### src/rtl/muldiv_if.sv
// Execute-stage handshake between the pipeline and the RV32M multiply/divide sequencer.
interface muldiv_if #(
   parameter int XLEN = 32
);
   logic            start;
   logic            flush;
   logic [2:0]      funct3;
   logic [XLEN-1:0] op1;
   logic [XLEN-1:0] op2;
   logic            mul_stall;
   logic            done;
   logic [XLEN-1:0] result;

   modport master (
      output start, flush, funct3, op1, op2,
      input  mul_stall, done, result
   );

   modport slave (
      input  start, flush, funct3, op1, op2,
      output mul_stall, done, result
   );
endinterface

### src/rtl/muldiv_ctrl.sv
// Iterative RV32M sequencer: 32-step shift-add multiply and restoring divide on
// operand magnitudes, with sign fix-up and short-circuited x/0 and overflow cases.
module muldiv_ctrl #(
   parameter int XLEN = 32
) (
   input  logic     clk,
   input  logic     rst,
   muldiv_if.slave  bus
);
   typedef enum logic [1:0] {S_IDLE, S_CALC, S_FIX, S_DONE} state_t;

   state_t            state_q, state_d;
   logic [4:0]        cnt_q, cnt_d;
   logic [2:0]        f3_q, f3_d;
   logic              neg1_q, neg1_d, neg2_q, neg2_d;
   logic [XLEN-1:0]   b_q, b_d;
   logic [2*XLEN-1:0] acc_q, acc_d;
   logic [XLEN-1:0]   result_q, result_d;

   logic              sgn1_s, sgn2_s, neg1_s, neg2_s, div0_s, ovf_s;
   logic [XLEN-1:0]   abs1_s, abs2_s, special_s;
   logic [XLEN:0]     sum_s, shl_s;
   logic [XLEN-1:0]   diff_s, quo_s, rem_s, fix_res_s;
   logic [2*XLEN-1:0] prod_s;

   // Operand decode: signedness per funct3, magnitudes and short-circuit results.
   always_comb begin
      sgn1_s    = (bus.funct3 == 3'b001) || (bus.funct3 == 3'b010) ||
                  (bus.funct3 == 3'b100) || (bus.funct3 == 3'b110);
      sgn2_s    = (bus.funct3 == 3'b001) || (bus.funct3 == 3'b100) || (bus.funct3 == 3'b110);
      neg1_s    = sgn1_s & bus.op1[XLEN-1];
      neg2_s    = sgn2_s & bus.op2[XLEN-1];
      abs1_s    = neg1_s ? (32'd0 - bus.op1) : bus.op1;
      abs2_s    = neg2_s ? (32'd0 - bus.op2) : bus.op2;
      div0_s    = bus.funct3[2] && (bus.op2 == 32'd0);
      ovf_s     = bus.funct3[2] && !bus.funct3[0] &&
                  (bus.op1 == 32'h8000_0000) && (bus.op2 == 32'hFFFF_FFFF);
      if (div0_s) begin
         special_s = bus.funct3[1] ? bus.op1 : 32'hFFFF_FFFF;
      end else begin
         special_s = bus.funct3[1] ? 32'd0 : 32'h8000_0000;
      end
   end

   // One iteration of each datapath plus the sign-corrected result selection.
   always_comb begin
      sum_s  = {1'b0, acc_q[2*XLEN-1:XLEN]} + (acc_q[0] ? {1'b0, b_q} : 33'd0);
      shl_s  = {acc_q[2*XLEN-1:XLEN], acc_q[XLEN-1]};
      diff_s = shl_s[XLEN-1:0] - b_q;
      prod_s = (neg1_q ^ neg2_q) ? (64'd0 - acc_q) : acc_q;
      quo_s  = (neg1_q ^ neg2_q) ? (32'd0 - acc_q[XLEN-1:0]) : acc_q[XLEN-1:0];
      rem_s  = neg1_q ? (32'd0 - acc_q[2*XLEN-1:XLEN]) : acc_q[2*XLEN-1:XLEN];
      case (f3_q)
         3'b000:                  fix_res_s = prod_s[XLEN-1:0];
         3'b001, 3'b010, 3'b011:  fix_res_s = prod_s[2*XLEN-1:XLEN];
         3'b100, 3'b101:          fix_res_s = quo_s;
         3'b110, 3'b111:          fix_res_s = rem_s;
         default:                 fix_res_s = 32'd0;
      endcase
   end

   // Next-state logic; flush overrides every transition and leaves result untouched.
   always_comb begin
      state_d  = state_q;
      cnt_d    = cnt_q;
      f3_d     = f3_q;
      neg1_d   = neg1_q;
      neg2_d   = neg2_q;
      b_d      = b_q;
      acc_d    = acc_q;
      result_d = result_q;
      if (bus.flush) begin
         state_d = S_IDLE;
      end else begin
         case (state_q)
            S_IDLE: begin
               if (bus.start) begin
                  f3_d   = bus.funct3;
                  neg1_d = neg1_s;
                  neg2_d = neg2_s;
                  b_d    = abs2_s;
                  acc_d  = {32'd0, abs1_s};
                  if (div0_s || ovf_s) begin
                     result_d = special_s;
                     state_d  = S_DONE;
                  end else begin
                     cnt_d   = 5'd31;
                     state_d = S_CALC;
                  end
               end else begin
                  state_d = S_IDLE;
               end
            end
            S_CALC: begin
               if (!f3_q[2]) begin
                  acc_d = {sum_s, acc_q[XLEN-1:1]};
               end else if (shl_s >= {1'b0, b_q}) begin
                  acc_d = {diff_s, acc_q[XLEN-2:0], 1'b1};
               end else begin
                  acc_d = {shl_s[XLEN-1:0], acc_q[XLEN-2:0], 1'b0};
               end
               if (cnt_q == 5'd0) begin
                  state_d = S_FIX;
               end else begin
                  cnt_d = cnt_q - 5'd1;
               end
            end
            S_FIX: begin
               result_d = fix_res_s;
               state_d  = S_DONE;
            end
            S_DONE:  state_d = S_IDLE;
            default: state_d = S_IDLE;
         endcase
      end
   end

   // State and datapath registers.
   always_ff @(posedge clk or negedge rst) begin
      if (!rst) begin
         state_q  <= S_IDLE;
         cnt_q    <= 5'd0;
         f3_q     <= 3'd0;
         neg1_q   <= 1'b0;
         neg2_q   <= 1'b0;
         b_q      <= 32'd0;
         acc_q    <= 64'd0;
         result_q <= 32'd0;
      end else begin
         state_q  <= state_d;
         cnt_q    <= cnt_d;
         f3_q     <= f3_d;
         neg1_q   <= neg1_d;
         neg2_q   <= neg2_d;
         b_q      <= b_d;
         acc_q    <= acc_d;
         result_q <= result_d;
      end
   end

   // The stall must rise in the same cycle as start, so it is decoded combinationally.
   assign bus.mul_stall = rst & (((state_q == S_IDLE) & bus.start & ~bus.flush) |
                                 (state_q == S_CALC) | (state_q == S_FIX));
   assign bus.done      = (state_q == S_DONE);
   assign bus.result    = result_q;
endmodule

### src/flat_wrapper.sv
// flat-port wrapper written by rule: the top's interface ports become plain ports
module muldiv_ctrl_flat 
#(
   parameter int XLEN = 32
)
  (clk, rst, bus_start, bus_flush, bus_funct3, bus_op1, bus_op2, bus_mul_stall, bus_done, bus_result);
  muldiv_if #(.XLEN(XLEN)) bus_i ();
  input  logic clk;
  input  logic rst;
  input wire logic [$bits(bus_i.start)-1:0] bus_start;
  input wire logic [$bits(bus_i.flush)-1:0] bus_flush;
  input wire logic [$bits(bus_i.funct3)-1:0] bus_funct3;
  input wire logic [$bits(bus_i.op1)-1:0] bus_op1;
  input wire logic [$bits(bus_i.op2)-1:0] bus_op2;
  output wire logic [$bits(bus_i.mul_stall)-1:0] bus_mul_stall;
  output wire logic [$bits(bus_i.done)-1:0] bus_done;
  output wire logic [$bits(bus_i.result)-1:0] bus_result;
  assign bus_i.start = bus_start;
  assign bus_i.flush = bus_flush;
  assign bus_i.funct3 = bus_funct3;
  assign bus_i.op1 = bus_op1;
  assign bus_i.op2 = bus_op2;
  assign bus_mul_stall = bus_i.mul_stall;
  assign bus_done = bus_i.done;
  assign bus_result = bus_i.result;
  muldiv_ctrl #(.XLEN(XLEN)) u_core (.clk(clk), .rst(rst), .bus(bus_i));
endmodule
### config.mk
export PLATFORM = sky130hd
export DESIGN_NAME = muldiv_ctrl_flat
export DESIGN_NICKNAME = d
export VERILOG_FILES = /design/src/rtl/muldiv_if.sv /design/src/rtl/muldiv_ctrl.sv /design/src/flat_wrapper.sv
export SDC_FILE = /design/constraint.sdc
export NUM_CORES = 1
export LEC_CHECK = 0
export ABC_AREA = 1
export ABC_CLOCK_PERIOD_IN_PS = 2460
export CORE_MARGIN = 8
export CORE_UTILIZATION = 40
export CTS_CLUSTER_SIZE = 16
export DETAILED_ROUTE_END_ITERATION = 16
export HOLD_SLACK_MARGIN = 0.02
export PLACE_DENSITY_LB_ADDON = 0.08
export REMOVE_ABC_BUFFERS = 1
export SYNTH_ARGS = -nofsm -noshare
export SYNTH_HDL_FRONTEND = slang
export SYNTH_SLANG_ARGS = --single-unit
### constraint.sdc
create_clock -name clk -period 2.46 [get_ports clk]
set_clock_uncertainty 0.05 [all_clocks]
set_input_delay 0.492 -clock clk [delete_from_list [all_inputs] [get_ports clk]]
set_output_delay 0.492 -clock clk [all_outputs]
set_load 0.005 [all_outputs]
======== Word-level counts from Yosys, hierarchy flattened ========
Cells that the tools add are included.
storage, ports and cells
  bits of input ports ..................... 71
  register bits after elaboration ......... 140
  output and inout port bits .............. 34
operators by class
  reductions and logical operators ........ 24
  bitwise gates (word level) .............. 9
  magnitude comparators ................... 1
  mux-type cells .......................... 26
  add/sub/neg operators ................... 8
  eq/ne operators ......................... 21
operators by type and width
  kind                                                                    number
  32-bit two-way mux                                                      10
  64-bit two-way mux                                                      4
  32-bit one-hot mux with 4 select lines                                  1
  64-bit one-hot mux with 2 select lines                                  1
  1-bit by 32-bit subtractor with 32-bit output (first input constant)    4
  32-bit equality test (second input constant)                            2
  32-bit one-hot mux with 2 select lines                                  1
  1-bit by 64-bit subtractor with 64-bit output (first input constant)    1
  32-bit by 33-bit adder with 33-bit output                               1
  33-bit by 32-bit greater-or-equal comparator with 1-bit output          1
  32-bit logical NOT                                                      1
  32-bit subtractor                                                       1
  3-bit equality test (second input constant)                             6
  5-bit two-way mux                                                       3
  5-bit one-hot mux with 2 select lines                                   1
  3-bit by 2-bit equality test with 1-bit output (second input constant)  3
  2-bit two-way mux                                                       4
  2-bit one-hot mux with 4 select lines                                   1
  3-bit by 1-bit equality test with 1-bit output (second input constant)  2
  1-bit logical OR                                                        6
  2-bit inequality test (second input constant)                           3
  3-bit AND reduction                                                     2
  1-bit bitwise AND                                                       5
  5-bit logical NOT                                                       1
  other kinds (17)                                                        24

======== Logic depth before layout (Yosys ltp) ========
  word-level depth ........................ 9
  mapped depth ............................ 21
  mapped depth without buffers ............ 20

======== Worst setup path before layout ========
No wires, ideal clock.
  path type ............................... flip-flop to flip-flop
  start ................................... reg u_core.acc_q[0]
  end ..................................... reg u_core.acc_q[59]
  cell stages (with the launch flop) ...... 21
  slack ................................... -5 ps
  period minus slack after synthesis ...... 2465 ps
  arrival time ............................ 2299 ps
  cell sequence ........................... dfrtp_1 clkbuf_1 nand2_1 inv_1 ha_1 inv_1 fa_1 inv_1 nand2_1 o21ai_0 nand2_1 nand2_1 nand2_1 nand2_1 nand2_1 nand3_1 nand2_1 nor2_1 nor2_1 nand2_1 nand2_1
between the ends
  longest elaborated chain between the ends .. 4
ends and longest elaborated chain
  item                                       RTL line            source
  from (decl)                                muldiv_ctrl.sv:17   logic [2*XLEN-1:0] acc_q, acc_d;
  from (signal assigned)                     muldiv_ctrl.sv:127  acc_q <= 64'd0;
  from (signal assigned)                     muldiv_ctrl.sv:136  acc_q <= acc_d;
  32-bit two-way mux                         muldiv_ctrl.sv:47   sum_s = {1'b0, acc_q[2*XLEN-1:XLEN]} + (acc_q[0] ? {1'b0, b_q} : 33'd0);
  32-bit by 33-bit adder with 33-bit output  muldiv_ctrl.sv:47
  64-bit two-way mux                         muldiv_ctrl.sv:95   if (!f3_q[2]) begin
  64-bit one-hot mux with 2 select lines     muldiv_ctrl.sv:75   case (state_q)
No other way between the ends.
A chain may end at the register's enable or synchronous reset.

======== Final worst setup path ========
  start ................................... reg u_core.acc_q[0]
  end ..................................... reg u_core.acc_q[50]
The elaborated chain is that of the path after synthesis.

==> flow_summary.ini <==
[clocking]
h-tree-depth = 4
clk_latency_ns = 0.50
cts_tree = done
root_buffer = clkbuf_16
clock_path_buffers = 2
cts.clk_slew.worst_paths_ns = 0.07
ctsHoldBuffers = 0
clock-sinks = 140
cts_buffers = 17

[die]
dieWidth_um = 222.3
die_area_mm2 = 0.04944
io_pins = 105
rows = 75
die-height_um = 222.3
core_area_mm2 = 0.04195
start_util_pct = 40.60

[timing]
slew-limit-headroom_pct = 37.75
period_needed_ns = 2.574
slew_viol_final = 0
setup_viol = 19
worst_pin_slew_ns = 0.9337
final_hold_viol_count = 0
fin_ws_ns = -0.1136
rsz0062_at_grt = yes
post-route-period-util_pct = 104.6
fmax_ghz = 0.3886
whs_ns = 0.09136

[synth]
synthArstFlopShare_pct = 100.0
ys_types = 46
synth_edf_count = 0
ys_top_cells_by_area = nand2_1 22%, dfrtp_1 21%, nor2_1 8.9%
ys_warn_count = 0
ys_ff_latch = 140
avgSynthCellArea_um2 = 5.615
ys.flop_type = dfrtp_1
synth_cells = 3033
seq_area_frac_synth_pct = 20.57
netlist.area_leader.share_pct = 21.60
syn_area_mm2 = 0.01703
synth_largest_area_cell = nand2_1

[power]
p_per_area_mw_per_mm2 = 1415
p_total_w = 0.03746
p_switching_w = 0.01993
p_int_w = 0.01753
ir_worst_vdd_v = 0.0007156
power_frac_seq_pct = 11.8
p_comb_share_pct = 79.7
p_sw_share_pct = 53.21
p_leak_nw = 13.06
power_frac_clock_pct = 8.5

[finish]
final_util_pct = 63.12
finalNetCount = 3839
final_area_mm2 = 0.02648
final_cell_mix = 845 x nand2_1, 573 x buf_4, 318 x nor2_1, 291 x inv_1, 259 x nand3_1
mostFrequentLayoutCell = nand2_1
stdcell_count = 4243
antennaDiodeCount = 0
syn2layout_area_growth_pct = 55.46
drive_gt1_share_pct = 32.29

[drt]
wl_met1_um = 37980
final_antenna_net_count = 0
met2_length_um = 36190
maxUsedRoutingLayer = met4
wl_per_cell_um = 20.50
via_per_inst = 5.573
routed_wl_um = 86990
route.detailed.drc = 0
vias = 23650
drt_iter0_markers = 2797
first_pass_iters = 7
met3WireLength_um = 10200

[global_routing]
antenna_found_initial = 0
gr-total-overflow = 0
grt_pass1_vias = 21580
track_usage_pct = 33.36
grt_pass1_wl_um = 128000
grt_max_degree = 65

[critical_path]
critPathKind = reg -> reg
required_ns = 2.79
crit_fanout = 13
reg2reg_from = u_core.acc_q[0]
cp-startpoint = u_core.acc_q[0]
cp-start-kind = register
arrival_ns = 2.91
worst_setup_path_end_kind = register

[min_path]
min_path_type = in -> async

[flow_run]
drv_cap = 0

[placement]
routabilityCongestion = 1.022
dp.cells = 4150
dpl_cell_area_mm2 = 0.02276
port_buffers = 104
hpwl_um = 67260

[run_status]
violations = setup timing
status = complete, but fails checks
-- metrics by stage --
| stage | setup TNS (ns) | worst slack, ns |
|---|---|---|
| global placement | -41.86 | -0.6122 |
| detailed placement | -46.52 | -0.7075 |
| floorplan | -91.20 | -1.586 |
| finish | -0.9372 | -0.1136 |
| CTS | -0.3071 | -0.05078 |
| global route | -5.227 | -0.2225 |
-- Yosys cell counts (3+ instances only) --
cell type,n
clkbuf_1,46
or2_2,10
o211ai_1,13
a21o_1,9
buf_6,4
buf_2,27
o21a_1,4
nor3_1,32
inv_2,10
buf_4,5
buf_1,13
a22oi_1,7
nand2_1,980
nor4_1,7
o21ai_0,216
o21bai_1,4
nor2_1,404
a21boi_0,3
o21ai_1,7
o21ai_2,3
a31oi_1,11
nand3b_1,14
nand4_1,74
nor2_2,15
a21oi_1,172
dfrtp_1,140
nand2_2,6
inv_1,331
ha_1,75
nor2_4,5
xnor2_1,20
xor2_1,34
nand3_1,302
a21oi_2,13
-- logic make-up after synthesis --
kind of cell / share of synthesized area, %
AOI/OAI and AO/OA: 14.76
xor gates and xnor gates: 2.873
DFF: 20.57
adders and majority gates: 5.745
buffers and inverters: 10.09
and+or+nand+nor: 45.96
-- layout make-up --
| type | count | area, µm² |
|---|---|---|
| tap | 539 | 674.4 |
| sequential | 140 | 3527 |
| clock buffer | 20 | 456.7 |
| inverter | 341 | 1310 |
| timing repair buffer | 734 | 6259 |
| clock inverter | 12 | 230.2 |
| multi-input combinational | 2457 | 14020 |
| fill | 3988 | 15470 |
-- final timing paths --
kind | endpoint | slack (ns) | depth (start not counted)
worst min register to register | u_core.bus.result[25] | 0.44 | 2
worst max register to register | u_core.acc_q[50] | -0.11 | 16
worst min-delay path | u_core.b_q[28] | 0.09 | 2
min in group clk | u_core.bus.result[25] | 0.44 | 2
worst max-delay path | u_core.acc_q[50] | -0.11 | 16
max in group asynchronous | u_core.acc_q[33] | 1.18 | 3
-- sequential cells by signal (all words and copies together), names as in the netlist --
signal	flops
u_core.f3_q	3
u_core.bus.result	32
u_core.cnt_q	5
u_core.neg1_q	1
u_core.acc_q	64
u_core.b_q	32
u_core.neg2_q	1
u_core.state_q	2
-- what timing repair did --
item | CTS | global route
endpoints found under the setup margin | 73 | 93
setup buffers | 29 | 29
gates cloned | 4 | 1
resized for setup | 271 | 370
pin swaps | 72 | 155
-- power groups by stage --
stage | Sequential (W) | Clock (W) | Combinational, W
6_report | 0.00443 | 0.00319 | 0.0298
5_1_grt | 0.00451 | 0.00330 | 0.0319
4_1_cts | 0.00433 | 0.00322 | 0.0264
3_5_place_dp | 0.00433 | 0 | 0.0243
3_3_place_gp | 0.00430 | 0 | 0.0242
2_1_floorplan | 0.00431 | 0 | 0.0122
-- metal layers --
layer,track usage (%),vias to the layer above
li1,-,11190
met1,47.51,11070
met2,48.57,1216
met3,8.733,170
met4,10.05,0
met5,0,-
-- worst max-delay path, stage by stage (launching register included) --
cell and delay (ns):
dfrtp_2 0.47, buf_12 0.16, buf_16 0.14, nand2_1 0.07, inv_1 0.07, ha_4 0.30
nand2_1 0.09, buf_4 0.17, nor2_4 0.11, nand2_2 0.09, inv_2 0.08, nand4_1 0.15
nand3_2 0.11, xnor2_1 0.11, nand2_1 0.11, nand3_1 0.12, nand2_1 0.05
Power figures use the tool's default switching activity.
